## config.mk

```make
export PLATFORM = sky130hd
export DESIGN_NAME = regfile_writeback_arbiter
export DESIGN_NICKNAME = d
export VERILOG_FILES = /design/src/rtl/regfile_writeback_arbiter.sv
export SDC_FILE = /design/constraint.sdc
export NUM_CORES = 1
export LEC_CHECK = 0
export CELL_PAD_IN_SITES_DETAIL_PLACEMENT = 0
export CELL_PAD_IN_SITES_GLOBAL_PLACEMENT = 1
export CORE_AREA = 2 2 185 187
export CTS_CLUSTER_DIAMETER = 30
export DETAILED_ROUTE_END_ITERATION = 8
export DIE_AREA = 0 0 187 189
export DONT_BUFFER_PORTS = 1
export PLACE_DENSITY_LB_ADDON = 0.12
export SLEW_MARGIN = 10
export SYNTH_ARGS = -nofsm -noshare
export SYNTH_HDL_FRONTEND = slang
export SYNTH_SLANG_ARGS = --single-unit
```

## constraint.sdc

```tcl
create_clock -name clk -period 7.09 [get_ports clk]
set_clock_uncertainty 0.15 [all_clocks]
set_input_delay 1.418 -clock clk [delete_from_list [all_inputs] [get_ports clk]]
set_output_delay 1.418 -clock clk [all_outputs]
set_load 0.02 [all_outputs]
```

## src/rtl/regfile_writeback_arbiter.sv

```systemverilog
// rtl/regfile_writeback_arbiter.sv - register file write-port arbiter for ALU and buffered load results
//
// Purpose:
//   Merges ALU results (one per cycle) and load results (variable latency,
//   buffered in a small FIFO) onto the single register file write port.
//   The ALU normally wins. A FIFO head that keeps losing is forced through
//   after STARVE_MAX lost cycles. Writes to x0 are accepted and dropped.
//   Also reports whether either issue-stage read address hits a queued load.
//
// Ports:
//   clk, rst                      clock, asynchronous active-high reset
//   aluValid/aluReady             ALU result handshake (aluReady combinational)
//   aluAddr, aluData              ALU destination register and result
//   loadValid/loadReady           load result handshake (loadReady registered)
//   loadAddr, loadData            load destination register and result
//   writeEn, writeAddr, writeData registered register file write port
//   addr1, addr2                  issue-stage read addresses
//   pending1, pending2            read address matches a queued load (combinational)
//   fifoCount                     current load FIFO occupancy
module regfile_writeback_arbiter #(
  parameter int DEPTH      = 4,
  parameter int STARVE_MAX = 3
) (
  input  logic                     clk,
  input  logic                     rst,
  input  logic                     aluValid,
  output logic                     aluReady,
  input  logic [4:0]               aluAddr,
  input  logic [31:0]              aluData,
  input  logic                     loadValid,
  output logic                     loadReady,
  input  logic [4:0]               loadAddr,
  input  logic [31:0]              loadData,
  output logic                     writeEn,
  output logic [4:0]               writeAddr,
  output logic [31:0]              writeData,
  input  logic [4:0]               addr1,
  input  logic [4:0]               addr2,
  output logic                     pending1,
  output logic                     pending2,
  output logic [$clog2(DEPTH):0]   fifoCount
);

  localparam int PW = $clog2(DEPTH);
  localparam int CW = PW + 1;
  localparam int SW = (STARVE_MAX > 0) ? $clog2(STARVE_MAX + 1) : 1;

  logic [4:0]    fifo_addr_q [DEPTH];
  logic [31:0]   fifo_data_q [DEPTH];
  logic [PW-1:0] wr_ptr_q;
  logic [PW-1:0] rd_ptr_q;
  logic [CW-1:0] count_q;
  logic [CW-1:0] count_d;
  logic [SW-1:0] starve_q;
  logic [SW-1:0] starve_d;
  logic          load_ready_q;
  logic          write_en_q;
  logic [4:0]    write_addr_q;
  logic [31:0]   write_data_q;

  logic head_valid;
  logic starved;
  logic head_wins;
  logic alu_wins;
  logic push;
  logic pop;

  // Entries pushed this cycle only become visible through count_q next
  // cycle, so an empty FIFO never bypasses a new load to the write port.
  assign head_valid = (count_q != '0);
  assign starved    = (starve_q == SW'(STARVE_MAX));
  assign head_wins  = head_valid && (!aluValid || starved);
  assign alu_wins   = aluValid && !head_wins;
  // Loads to x0 complete the handshake but never occupy a slot.
  assign push       = loadValid && load_ready_q && (loadAddr != 5'd0);
  assign pop        = head_wins;
  assign count_d    = count_q + CW'(push) - CW'(pop);

  always_comb begin
    starve_d = starve_q;
    if (!head_valid || pop) begin
      starve_d = '0;
    end else if (alu_wins && !starved) begin
      starve_d = starve_q + SW'(1);
    end
  end

  always_ff @(posedge clk or posedge rst) begin
    if (rst) begin
      for (int i = 0; i < DEPTH; i++) begin
        fifo_addr_q[i] <= '0;
        fifo_data_q[i] <= '0;
      end
      wr_ptr_q     <= '0;
      rd_ptr_q     <= '0;
      count_q      <= '0;
      starve_q     <= '0;
      load_ready_q <= 1'b1;
      write_en_q   <= 1'b0;
      write_addr_q <= '0;
      write_data_q <= '0;
    end else begin
      if (push) begin
        fifo_addr_q[wr_ptr_q] <= loadAddr;
        fifo_data_q[wr_ptr_q] <= loadData;
        wr_ptr_q              <= wr_ptr_q + PW'(1);
      end
      if (pop) begin
        rd_ptr_q <= rd_ptr_q + PW'(1);
      end
      count_q      <= count_d;
      // Registered ready: a pop from a full FIFO frees a slot one cycle later.
      load_ready_q <= (count_d != CW'(DEPTH));
      starve_q     <= starve_d;

      // Address/data hold their last value whenever nothing is written.
      if (head_wins) begin
        write_en_q   <= 1'b1;
        write_addr_q <= fifo_addr_q[rd_ptr_q];
        write_data_q <= fifo_data_q[rd_ptr_q];
      end else if (alu_wins && (aluAddr != 5'd0)) begin
        write_en_q   <= 1'b1;
        write_addr_q <= aluAddr;
        write_data_q <= aluData;
      end else begin
        write_en_q <= 1'b0;
      end
    end
  end

  // A slot is live when its distance from the read pointer is below the count.
  always_comb begin
    logic [PW-1:0] off;
    off      = '0;
    pending1 = 1'b0;
    pending2 = 1'b0;
    for (int i = 0; i < DEPTH; i++) begin
      off = PW'(i) - rd_ptr_q;
      if ({1'b0, off} < count_q) begin
        if ((addr1 != 5'd0) && (fifo_addr_q[i] == addr1)) pending1 = 1'b1;
        if ((addr2 != 5'd0) && (fifo_addr_q[i] == addr2)) pending2 = 1'b1;
      end
    end
  end

  assign aluReady  = !(head_wins && aluValid);
  assign loadReady = load_ready_q;
  assign writeEn   = write_en_q;
  assign writeAddr = write_addr_q;
  assign writeData = write_data_q;
  assign fifoCount = count_q;

endmodule
```

==> metrics.txt <==
# TYPE chip_impl_metric gauge
chip_impl_info{name="status",value="finished, final reports clean"} 1
chip_impl_metric{name="layout.cell_area.non_filler",unit="um^2"} 10730
chip_impl_info{name="clock_tree_from_tritoncts",value="done"} 1
chip_impl_metric{name="core.rowCount",unit=""} 67
chip_impl_metric{name="first_pass_grt_wire_length",unit="mm"} 37.99
chip_impl_metric{name="grt_start_max_net_pins",unit=""} 129
chip_impl_metric{name="postCtsHoldBufs",unit=""} 0
chip_impl_info{name="post_synth_most_frequent_cells",value="dfrtp_1, mux2_4, nand2_1, mux4_2, mux2i_1"} 1
chip_impl_metric{name="post-synth-top-area-fraction",unit="%"} 49.16
chip_impl_metric{name="drt-initial-drc-count",unit=""} 219
chip_impl_metric{name="layout-drive-gt1-share",unit="%"} 35.79
chip_impl_info{name="grt_setup_unrepaired",value="false"} 1
chip_impl_metric{name="ioPinCount",unit=""} 133
chip_impl_metric{name="cts_sinks",unit=""} 196
chip_impl_metric{name="detail_route.first_pass.iterations",unit=""} 4
chip_impl_metric{name="fillers",unit=""} 3252
chip_impl_metric{name="timing.final.setup_violations",unit=""} 0
chip_impl_metric{name="p_switching",unit="uW"} 1854
chip_impl_info{name="clock_tree.root_cell",value="clkbuf_16"} 1
chip_impl_info{name="worstPathCellList",value="inv_1 > ha_1 > a21boi_0 > o21ba_2 > nor4_1 > nor4_1 > a21oi_1"} 1
chip_impl_metric{name="synth_enable_flop_cells",unit=""} 0
chip_impl_metric{name="clock_tree.buffer_depth",unit=""} 2
chip_impl_metric{name="gr-total-overflow",unit=""} 0
chip_impl_metric{name="p_clk_share",unit="%"} 18.7
chip_impl_info{name="post-synth-top-count-cell",value="dfrtp_1"} 1
chip_impl_info{name="post-synth-top-area-cell",value="dfrtp_1"} 1
chip_impl_metric{name="cts.repair.resized",unit=""} 0
chip_impl_metric{name="via_count_of_the_first_global_routing_pass",unit=""} 6007
chip_impl_metric{name="ys_seq_area_share",unit="%"} 49.43
chip_impl_metric{name="finalWirelength",unit="mm"} 23.87
chip_impl_metric{name="cp_max_fo",unit=""} 5
chip_impl_metric{name="gp_congestion",unit=""} 0.7563
chip_impl_metric{name="drv_cap",unit=""} 0
chip_impl_metric{name="vias",unit=""} 5243
chip_impl_metric{name="die_width",unit="um"} 187
chip_impl_metric{name="drt-vias-per-instance",unit=""} 4.771
chip_impl_metric{name="power_density",unit="nW/um^2"} 496.7
chip_impl_metric{name="fin_tns_setup",unit="ns"} 0
chip_impl_metric{name="route.detailed.wl_per_inst",unit="um"} 21.72
chip_impl_info{name="path_class",value="register to output port"} 1
chip_impl_metric{name="synth_area",unit="um^2"} 9926
chip_impl_metric{name="syn_nets",unit=""} 760
chip_impl_metric{name="ys.warnings.count",unit=""} 0
chip_impl_metric{name="async_flop_share",unit="%"} 100.0
chip_impl_metric{name="timing.final.crit_period",unit="ns"} 4.298
chip_impl_metric{name="syn2layout_area_growth",unit="%"} 8.092
chip_impl_info{name="synth_area_leaders",value="dfrtp_1, mux2_4, mux4_2"} 1
chip_impl_metric{name="synthesized_netlist_cell_count",unit=""} 660
chip_impl_metric{name="max_stage_delay",unit="ns"} 0.57
chip_impl_metric{name="floorplan.die.height",unit="um"} 189
chip_impl_metric{name="fin_nets",unit=""} 739
chip_impl_metric{name="worst-endpoint-arrival",unit="ns"} 2.73
chip_impl_metric{name="total_leakage_power",unit="uW"} 0.004848
chip_impl_metric{name="sequentialPowerShare",unit="%"} 42.5
chip_impl_metric{name="ir_worst_vdd",unit="V"} 0.0001747
chip_impl_metric{name="final-max-slew-violation-count",unit=""} 0
chip_impl_metric{name="whs",unit="ns"} 0.2984
chip_impl_info{name="cell_mode_on_critical_path",value="nor4_1"} 1
chip_impl_metric{name="detail-route-antenna-nets",unit=""} 0
chip_impl_metric{name="fp.coreArea",unit="um^2"} 33280
chip_impl_metric{name="pwr-share-comb",unit="%"} 38.8
chip_impl_metric{name="hold_fails_final_rpt",unit=""} 0
chip_impl_metric{name="numPortBuffers",unit=""} 0
chip_impl_metric{name="worst_slew_pin_slew",unit="ns"} 0.9208
chip_impl_info{name="timing.hold.worst.class",value="register to register"} 1
chip_impl_metric{name="synth.ff_latch_count",unit=""} 196
chip_impl_metric{name="max_clock_freq",unit="MHz"} 232.7
chip_impl_metric{name="antenna-diode-count",unit=""} 0
chip_impl_metric{name="grt_util_all_layers",unit="%"} 14.15
chip_impl_info{name="crit_family",value="compound AO/OA/AOI/OAI gates"} 1
chip_impl_metric{name="post_synth_num_cell_types",unit=""} 37
chip_impl_metric{name="antenna_found_initial",unit=""} 0
chip_impl_metric{name="route.detailed.drc",unit=""} 0
chip_impl_metric{name="postCtsSetupBuffers",unit=""} 0
chip_impl_metric{name="switching_share",unit="%"} 34.79
chip_impl_metric{name="cts_buffers",unit=""} 17
chip_impl_metric{name="clock_latency_at_the_later_pin_of_the_worst_skew_pair",unit="ns"} 0.44
chip_impl_metric{name="cellInternalPower",unit="uW"} 3475
chip_impl_metric{name="area_after_detailed_placement",unit="um^2"} 10140
chip_impl_metric{name="slew_headroom",unit="%"} 38.61
chip_impl_metric{name="clkTransAtPathRegs",unit="ns"} 0.08
chip_impl_metric{name="cp.required",unit="ns"} 5.52
chip_impl_metric{name="die_ar",unit="um^2"} 35340
chip_impl_metric{name="buffer_and_inverter_count_on_the_worst_path",unit=""} 1
chip_impl_info{name="cpMaxStageDelayCell",value="dfrtp_1"} 1
chip_impl_metric{name="finalPower",unit="uW"} 5329
chip_impl_info{name="end_kind",value="output port"} 1
chip_impl_info{name="start_kind",value="register"} 1
chip_impl_metric{name="initial_core_util",unit="%"} 29.82
chip_impl_info{name="postSynth.topFlopCell",value="dfrtp_1"} 1
chip_impl_metric{name="cts_max_level",unit=""} 4
chip_impl_metric{name="final_cycle_share",unit="%"} 60.62
chip_impl_metric{name="postSynthAreaPerCell",unit="um^2"} 15.04
chip_impl_metric{name="dp_hpwl",unit="mm"} 14.45
final timing paths:
| path | start | endpoint | slack (ns) | cells past startpoint |
|---|---|---|---|---|
| max in group asynchronous | rst | fifo_data_q[17] | 4.41 | 2 |
| min | starve_q[0] | starve_q[0] | 0.30 | 1 |
| max | fifoCount[1] | pending2 | 2.79 | 7 |
| min reg2reg | starve_q[0] | starve_q[0] | 0.30 | 1 |
| min in group asynchronous | rst | fifo_data_q[66] | 0.86 | 1 |
| max reg2reg | fifoCount[2] | loadReady | 3.95 | 9 |
layer usage:
metal | routed length [um] | global-route usage (%) | up-vias | share of wire [%]
met5 | 0 | 0 | - | 0
met4 | 353 | 4.548 | 0 | 1.5
met3 | 1017 | 3.763 | 26 | 4.3
met2 | 11800 | 23.69 | 98 | 49
met1 | 10700 | 17.84 | 2796 | 45
li1 | - | - | 2323 | -
kinds of logic after synthesis:
logic type	synth area share, %
compound gates	2.811
buf+inv	4.538
simple gates	4.324
fa+ha+maj	1.588
flops	49.43
mux	33.25
xor+xnor	4.059
cell type report:
class                      instances  area (um^2)  area share (%)
sequential                       196         4911           45.77
clock inverter                    13        147.6           1.376
multi-input combinational        408         4584           42.73
clock buffer                      18        439.2           4.093
inverter                          11        48.80          0.4548
tap                              448        560.5           5.225
timing repair buffer               5        37.54          0.3499
state kept, by name, summed over array words and instances (netlist names):
signal	flops
loadReady	1
wr_ptr_q	2
writeData	32
writeAddr	5
writeEn	1
fifoCount	3
fifo_data_q	128
fifo_addr_q	20
rd_ptr_q	2
starve_q	2
metrics by stage:
| step | utilization [%] | cells | setup slack (ns) |
|---|---|---|---|
| 2_1_floorplan | - | 660 | 0.1831 |
| 3_3_place_gp | 30.47 | 1068 | 3.103 |
| 3_5_place_dp | 30.47 | 1068 | 3.050 |
| 4_1_cts | 32.24 | 1099 | 2.721 |
| 5_1_grt | 32.24 | 1099 | 2.617 |
| 6_report | 32.24 | 1099 | 2.792 |
power by group through the flow:
stage	registers (uW)	logic [uW]	clock network (uW)
after floorplan	2110	1840	0
after global placement	2260	2080	0
after detailed placement	2290	2110	0
after CTS	2270	2120	1030
after global routing	2340	2270	1070
final	2260	2070	995
cell usage in the layout (no fill, tap or decap), drive strengths merged, types with 4 or more instances in the layout:
| master | netlist | routed |
|---|---|---|
| nor4 | 10 | 10 |
| dfrtp | 195 | 195 |
| buf | 27 | 5 |
| mux2 | 148 | 148 |
| mux2i | 35 | 35 |
| xor2 | 18 | 18 |
| inv | 11 | 16 |
| ha | 11 | 11 |
| nand3 | 8 | 8 |
| mux4 | 37 | 37 |
| xnor2 | 28 | 28 |
| clkbuf | 18 | 18 |
| nand2 | 46 | 46 |
| nor2 | 4 | 4 |
| o21ai | 39 | 39 |
(Power assumes the default switching activity.)
